[src/rtl/sha256_round_ctrl.sv]
// Iterative SHA-256 compression engine: one round per clock over a 16-word schedule window.
// Define SHA256_FINAL_ADD_EN to fold the feed-forward addition (H + a..h) into hash_out.
module sha256_round_ctrl #(
  parameter int BIT_W  = 32,
  parameter int ROUNDS = 64
) (
  input  logic                 clk,
  input  logic                 rst_n,
  input  logic                 start,
  input  logic [16*BIT_W-1:0]  block_in,
  input  logic [8*BIT_W-1:0]   hash_in,
  output logic                 ready,
  output logic                 busy,
  output logic                 done,
  output logic [8*BIT_W-1:0]   hash_out,
  output logic [5:0]           round
);

  typedef enum logic [1:0] {IDLE, ROUND, DONE} state_t;

  localparam logic [31:0] K [0:63] = '{
    32'h428a2f98, 32'h71374491, 32'hb5c0fbcf, 32'he9b5dba5, 32'h3956c25b, 32'h59f111f1, 32'h923f82a4, 32'hab1c5ed5,
    32'hd807aa98, 32'h12835b01, 32'h243185be, 32'h550c7dc3, 32'h72be5d74, 32'h80deb1fe, 32'h9bdc06a7, 32'hc19bf174,
    32'he49b69c1, 32'hefbe4786, 32'h0fc19dc6, 32'h240ca1cc, 32'h2de92c6f, 32'h4a7484aa, 32'h5cb0a9dc, 32'h76f988da,
    32'h983e5152, 32'ha831c66d, 32'hb00327c8, 32'hbf597fc7, 32'hc6e00bf3, 32'hd5a79147, 32'h06ca6351, 32'h14292967,
    32'h27b70a85, 32'h2e1b2138, 32'h4d2c6dfc, 32'h53380d13, 32'h650a7354, 32'h766a0abb, 32'h81c2c92e, 32'h92722c85,
    32'ha2bfe8a1, 32'ha81a664b, 32'hc24b8b70, 32'hc76c51a3, 32'hd192e819, 32'hd6990624, 32'hf40e3585, 32'h106aa070,
    32'h19a4c116, 32'h1e376c08, 32'h2748774c, 32'h34b0bcb5, 32'h391c0cb3, 32'h4ed8aa4a, 32'h5b9cca4f, 32'h682e6ff3,
    32'h748f82ee, 32'h78a5636f, 32'h84c87814, 32'h8cc70208, 32'h90befffa, 32'ha4506ceb, 32'hbef9a3f7, 32'hc67178f2
  };

  function automatic logic [31:0] rotr(input logic [31:0] x, input int n);
    return (x >> n) | (x << (32 - n));
  endfunction

  function automatic logic [31:0] big_sigma0(input logic [31:0] x);
    return rotr(x, 2) ^ rotr(x, 13) ^ rotr(x, 22);
  endfunction

  function automatic logic [31:0] big_sigma1(input logic [31:0] x);
    return rotr(x, 6) ^ rotr(x, 11) ^ rotr(x, 25);
  endfunction

  function automatic logic [31:0] small_sigma0(input logic [31:0] x);
    return rotr(x, 7) ^ rotr(x, 18) ^ (x >> 3);
  endfunction

  function automatic logic [31:0] small_sigma1(input logic [31:0] x);
    return rotr(x, 17) ^ rotr(x, 19) ^ (x >> 10);
  endfunction

  state_t      state_q, state_d;
  logic        load;
  logic        last_round;
  logic [31:0] w [0:15];
  logic [31:0] s [0:7];
  logic [31:0] nxt [0:7];
  logic [31:0] t1, t2, w_new;
  logic [8*BIT_W-1:0] result;
`ifdef SHA256_FINAL_ADD_EN
  logic [31:0] hv [0:7];
`endif

  assign last_round = (round == 6'(ROUNDS - 1));

  always_comb begin
    state_d = state_q;
    load    = 1'b0;
    ready   = 1'b0;
    busy    = 1'b0;
    done    = 1'b0;
    case (state_q)
      IDLE: begin
        ready = 1'b1;
        if (start) begin
          load    = 1'b1;
          state_d = ROUND;
        end
      end
      ROUND: begin
        busy = 1'b1;
        if (last_round) state_d = DONE;
      end
      DONE: begin
        ready = 1'b1;
        done  = 1'b1;
        if (start) begin
          load    = 1'b1;
          state_d = ROUND;
        end else begin
          state_d = IDLE;
        end
      end
      default: state_d = IDLE;
    endcase
  end

  // Round function and schedule expansion; s[0] is a, s[7] is h.
  always_comb begin
    t1     = s[7] + big_sigma1(s[4]) + ((s[4] & s[5]) ^ (~s[4] & s[6])) + K[round] + w[0];
    t2     = big_sigma0(s[0]) + ((s[0] & s[1]) ^ (s[0] & s[2]) ^ (s[1] & s[2]));
    nxt[0] = t1 + t2;
    nxt[1] = s[0];
    nxt[2] = s[1];
    nxt[3] = s[2];
    nxt[4] = s[3] + t1;
    nxt[5] = s[4];
    nxt[6] = s[5];
    nxt[7] = s[6];
    w_new  = small_sigma1(w[14]) + w[9] + small_sigma0(w[1]) + w[0];
    result = '0;
    for (int i = 0; i < 8; i++) begin
`ifdef SHA256_FINAL_ADD_EN
      result[255-32*i -: 32] = nxt[i] + hv[i];
`else
      result[255-32*i -: 32] = nxt[i];
`endif
    end
  end

  always_ff @(posedge clk or negedge rst_n) begin
    if (!rst_n) state_q <= IDLE;
    else        state_q <= state_d;
  end

  always_ff @(posedge clk or negedge rst_n) begin
    if (!rst_n) begin
      for (int i = 0; i < 16; i++) w[i] <= '0;
      for (int i = 0; i < 8; i++) begin
        s[i] <= '0;
`ifdef SHA256_FINAL_ADD_EN
        hv[i] <= '0;
`endif
      end
      round    <= '0;
      hash_out <= '0;
    end else if (load) begin
      for (int i = 0; i < 16; i++) w[i] <= block_in[511-32*i -: 32];
      for (int i = 0; i < 8; i++) begin
        s[i] <= hash_in[255-32*i -: 32];
`ifdef SHA256_FINAL_ADD_EN
        hv[i] <= hash_in[255-32*i -: 32];
`endif
      end
      round <= '0;
    end else if (state_q == ROUND) begin
      for (int i = 0; i < 8; i++) s[i] <= nxt[i];
      for (int i = 0; i < 15; i++) w[i] <= w[i+1];
      w[15] <= w_new;
      if (last_round) hash_out <= result;
      else            round    <= round + 6'd1;
    end
  end

endmodule

[config.mk]
export PLATFORM = sky130hd
export DESIGN_NAME = sha256_round_ctrl
export DESIGN_NICKNAME = d
export VERILOG_FILES = /design/src/rtl/sha256_round_ctrl.sv
export SDC_FILE = /design/constraint.sdc
export NUM_CORES = 2
export LEC_CHECK = 0
export BUFFER_PORTS_ARGS = -buffer_cell sky130_fd_sc_hd__buf_2
export CELL_PAD_IN_SITES_DETAIL_PLACEMENT = 1
export CELL_PAD_IN_SITES_GLOBAL_PLACEMENT = 1
export CORE_AREA = 3 3 398 400
export CTS_BUF_LIST = sky130_fd_sc_hd__clkbuf_4 sky130_fd_sc_hd__clkbuf_8
export DETAILED_ROUTE_END_ITERATION = 10
export DIE_AREA = 0 0 401 403
export PLACE_DENSITY_LB_ADDON = 0.1
export SLEW_MARGIN = 20
export SYNTH_ARGS = -nofsm -noshare
export SYNTH_HDL_FRONTEND = slang
export SYNTH_SLANG_ARGS = --single-unit
[constraint.sdc]
create_clock -name clk -period 15.1 [get_ports clk]
set_input_delay 0.755 -clock clk [delete_from_list [all_inputs] [get_ports clk]]
set_output_delay 0.755 -clock clk [all_outputs]
set_load 0.05 [all_outputs]
==> metrics.md <==
| Metric | Value |
|---|---|
| Status | `finished clean` |
| Area leader, netlist | `dfrtp_1` |
| Clk sink count | `1032` |
| CTS Buf Count | `188` |
| Synth top area cells | `dfrtp_1 (42%), nand2_1 (14%), a31oi_1 (7.4%)` |
| Most common cell in the synthesized netlist | `nand2_1` |
| Final hold viol count | `0` |
| Slew Limit Fails | `0` |
| H-tree depth | `4` |
| Post-CTS Setup Inserts | `0` |
| Initial Utilization | `39.1%` |
| Number of global-route vias before repair | `60500` |
| Register bit total from synthesis | `1032` |
| Worst Hold Class | `primary input to register` |
| Total grt overflow | `0` |
| Setup slack, reg-to-reg | `5.30 ns` |
| CP max stage cell | `nor2_1` |
| CP peak stage delay | `0.66 ns` |
| Avg Cell Area, Syn | `8.10 sq um` |
| Synth Cell Area | `0.0609 sq mm` |
| Core area | `0.156 sq mm` |
| Vias per inst | `5.52` |
| Fin crit period | `9.80 ns` |
| DR WL/cell | `28.0 um` |
| RSZ-0062 raised after global routing | `false` |
| Crit path from | `round[2]$_DFFE_PN0P_` |
| RR Endpoint | `hash_out[255]$_DFFE_PN0P_` |
| Part of the cycle the worst path needs | `64.9%` |
| Crit path launch type | `register` |
| Detailed-placement wirelength estimate | `227 mm` |
| Number of I/O port buffers | `1035` |
| Final setup fails | `0` |
| Crit path capture type | `register` |
| Worst Path Required | `15.83 ns` |
| CP Capture Point | `hash_out[255]$_DFFE_PN0P_` |
| Yosys Warn Count | `0` |
| 1st-iter DRT viols | `4579` |
| Post-synthesis cell type count | `75` |
| DRC | `0` |
| Worst r2r path cells | `31` |
| Worst skew pair latency | `0.93 ns` |
| FP Rows | `145` |
| Slew @ Worst Pin | `1.13 ns` |
| FMAX | `0.102 GHz` |
| Post-synthesis sequential area ratio | `42.4%` |
| Final RePlAce weighted congestion | `0.961` |
| Final #Nets | `9379` |
| Via count | `58000` |
| Root Driver | `clkbuf_8` |
| Synth-to-layout area growth | `17.9%` |
| DRT Pass-1 Iters | `7` |
| Initial antenna violation count | `86` |
| Synth top cells by count | `nand2_1 (2261), dfrtp_1 (1032), nor2_1 (827)` |
| Data arrival time of the critical path | `10.54 ns` |
| Clock Path Buffers | `3` |
| Clock Skew | `0.0663 ns` |
| Share of layout cells above drive strength 1 | `18.3%` |
| Worst Path Max Fanout | `60` |
| IO Pins | `1036` |
| Synth Net Count | `8621` |
| Largest net degree at the start of global routing | `232` |
| Maximum capacitance violations | `0` |
| Chip width | `401 um` |
| CTS tree | `built` |
| Cells after Synth | `7514` |
| Cell mode on critical path | `o21ai_0` |
| All-Layer GR Usage | `35.6%` |
| Top cell type's share of synthesized area | `42.4%` |
| Worst slew margin | `24.7%` |
| TNS Setup | `0 ns` |
| Post-synth EDFFs | `0` |
| Post-route ant nets | `0` |
| Die area | `0.162 sq mm` |
| Die H | `403 um` |
| Final wirelength | `295 mm` |
| Reg2reg start | `round[2]$_DFFE_PN0P_` |
| WS Path Type | `register to register` |
| Clock-pin slew on the worst setup and hold paths | `0.06 ns` |
| Top_reg_cell synth | `dfrtp_1` |
| Ys async rst share | `100%` |
| First-pass GRT wire length | `422 mm` |
-- through the flow --
step                hold WS [ns]  util (%)  std cells  instance area [sq um]  worst slack, ns
global route              0.0299      46.1      10500                  71700             4.74
detailed placement         0.458      43.2      10100                  67200             5.57
floorplan                  0.459         -       7514                  60900             6.90
CTS                     0.000213      46.0      10500                  71600             5.54
global placement           0.453      43.2      10100                  67200             5.62
finish                    0.0799      46.1      10500                  71800             5.30
-- layout by cell type, fill, tap and decap left out, types with 155 or more instances in the layout --
cell and instances:
inv_1 407, nand2_1 2260, dfrtp_1 1030, buf_2 1034, a31oi_1 720, a21oi_1 207, fa_1 189, xnor2_1 214
o21ai_0 234, xor2_1 155, nor2_1 827, clkbuf_8 236
-- sequential cells by signal (all words and copies together) (netlist names) --
name,cells
round,6
hash_out,256
w,512
nxt,192
s,64
state_q,2
-- worst min path at each step --
stage / from / endpoint / slack, ns / depth (start not counted)
after floorplan: rst_n / hash_out[0]$_DFFE_PN0P_ / 0.46 / 0
after global placement: hash_out[84]$_DFFE_PN0P_ / hash_out[84]$_DFFE_PN0P_ / 0.45 / 2
after detailed placement: hash_out[179]$_DFFE_PN0P_ / hash_out[179]$_DFFE_PN0P_ / 0.46 / 2
after CTS: block_in[263] / w[263]$_DFFE_PN0P_ / 0.0002 / 3
after global routing: block_in[309] / w[309]$_DFFE_PN0P_ / 0.03 / 3
final: block_in[405] / w[405]$_DFFE_PN0P_ / 0.08 / 3
-- area by class of cell --
cell class                 instances  area [sq um]
fill                           18900         83900
multi-input combinational       5500         31400
sequential                      1032         25800
timing repair buffer            1140          6150
clock buffer                     285          3620
tap                             2058          2570
inverter                         410          1550
clock inverter                    42           523
antenna                           54           135
-- critical path, delay by kind of cell, from the launching register on --
family | cells | cell delay (ns)
and+or+nand+nor | 6 | 1.49
adders and majority gates | 4 | 1.57
DFF | 1 | 0.32
buffers and inverters | 5 | 1.64
xor gates and xnor gates | 2 | 0.43
AOI/OAI and AO/OA | 14 | 4.13
-- timing repair --
| item | CTS | global route |
|---|---|---|
| gates resized for setup | 0 | 0 |
| hold endpoints to repair | 91 | 0 |
| hold buffers | 25 | 0 |
-- routing by layer --
metal / wire length [um] / track usage, % / up-vias
met5: 258 / 0 / -
met3: 16600 / 7.13 / 578
met1: 118000 / 43.3 / 29500
met4: 16500 / 17.5 / 36
li1: - / - / 26100
met2: 143000 / 60.2 / 1744
-- logic make-up after synthesis --
kind of cell	Yosys count	share of synthesized area, %
mux	80	1.55
xor+xnor	369	5.31
buf+inv	982	6.06
simple gates	3297	21.1
flops	1032	42.4
compound gates	1415	14.3
fa+ha+maj	339	9.28
Power is not shown: default switching activity piles up to over one toggle a cycle in this logic, so the estimate is an artifact.
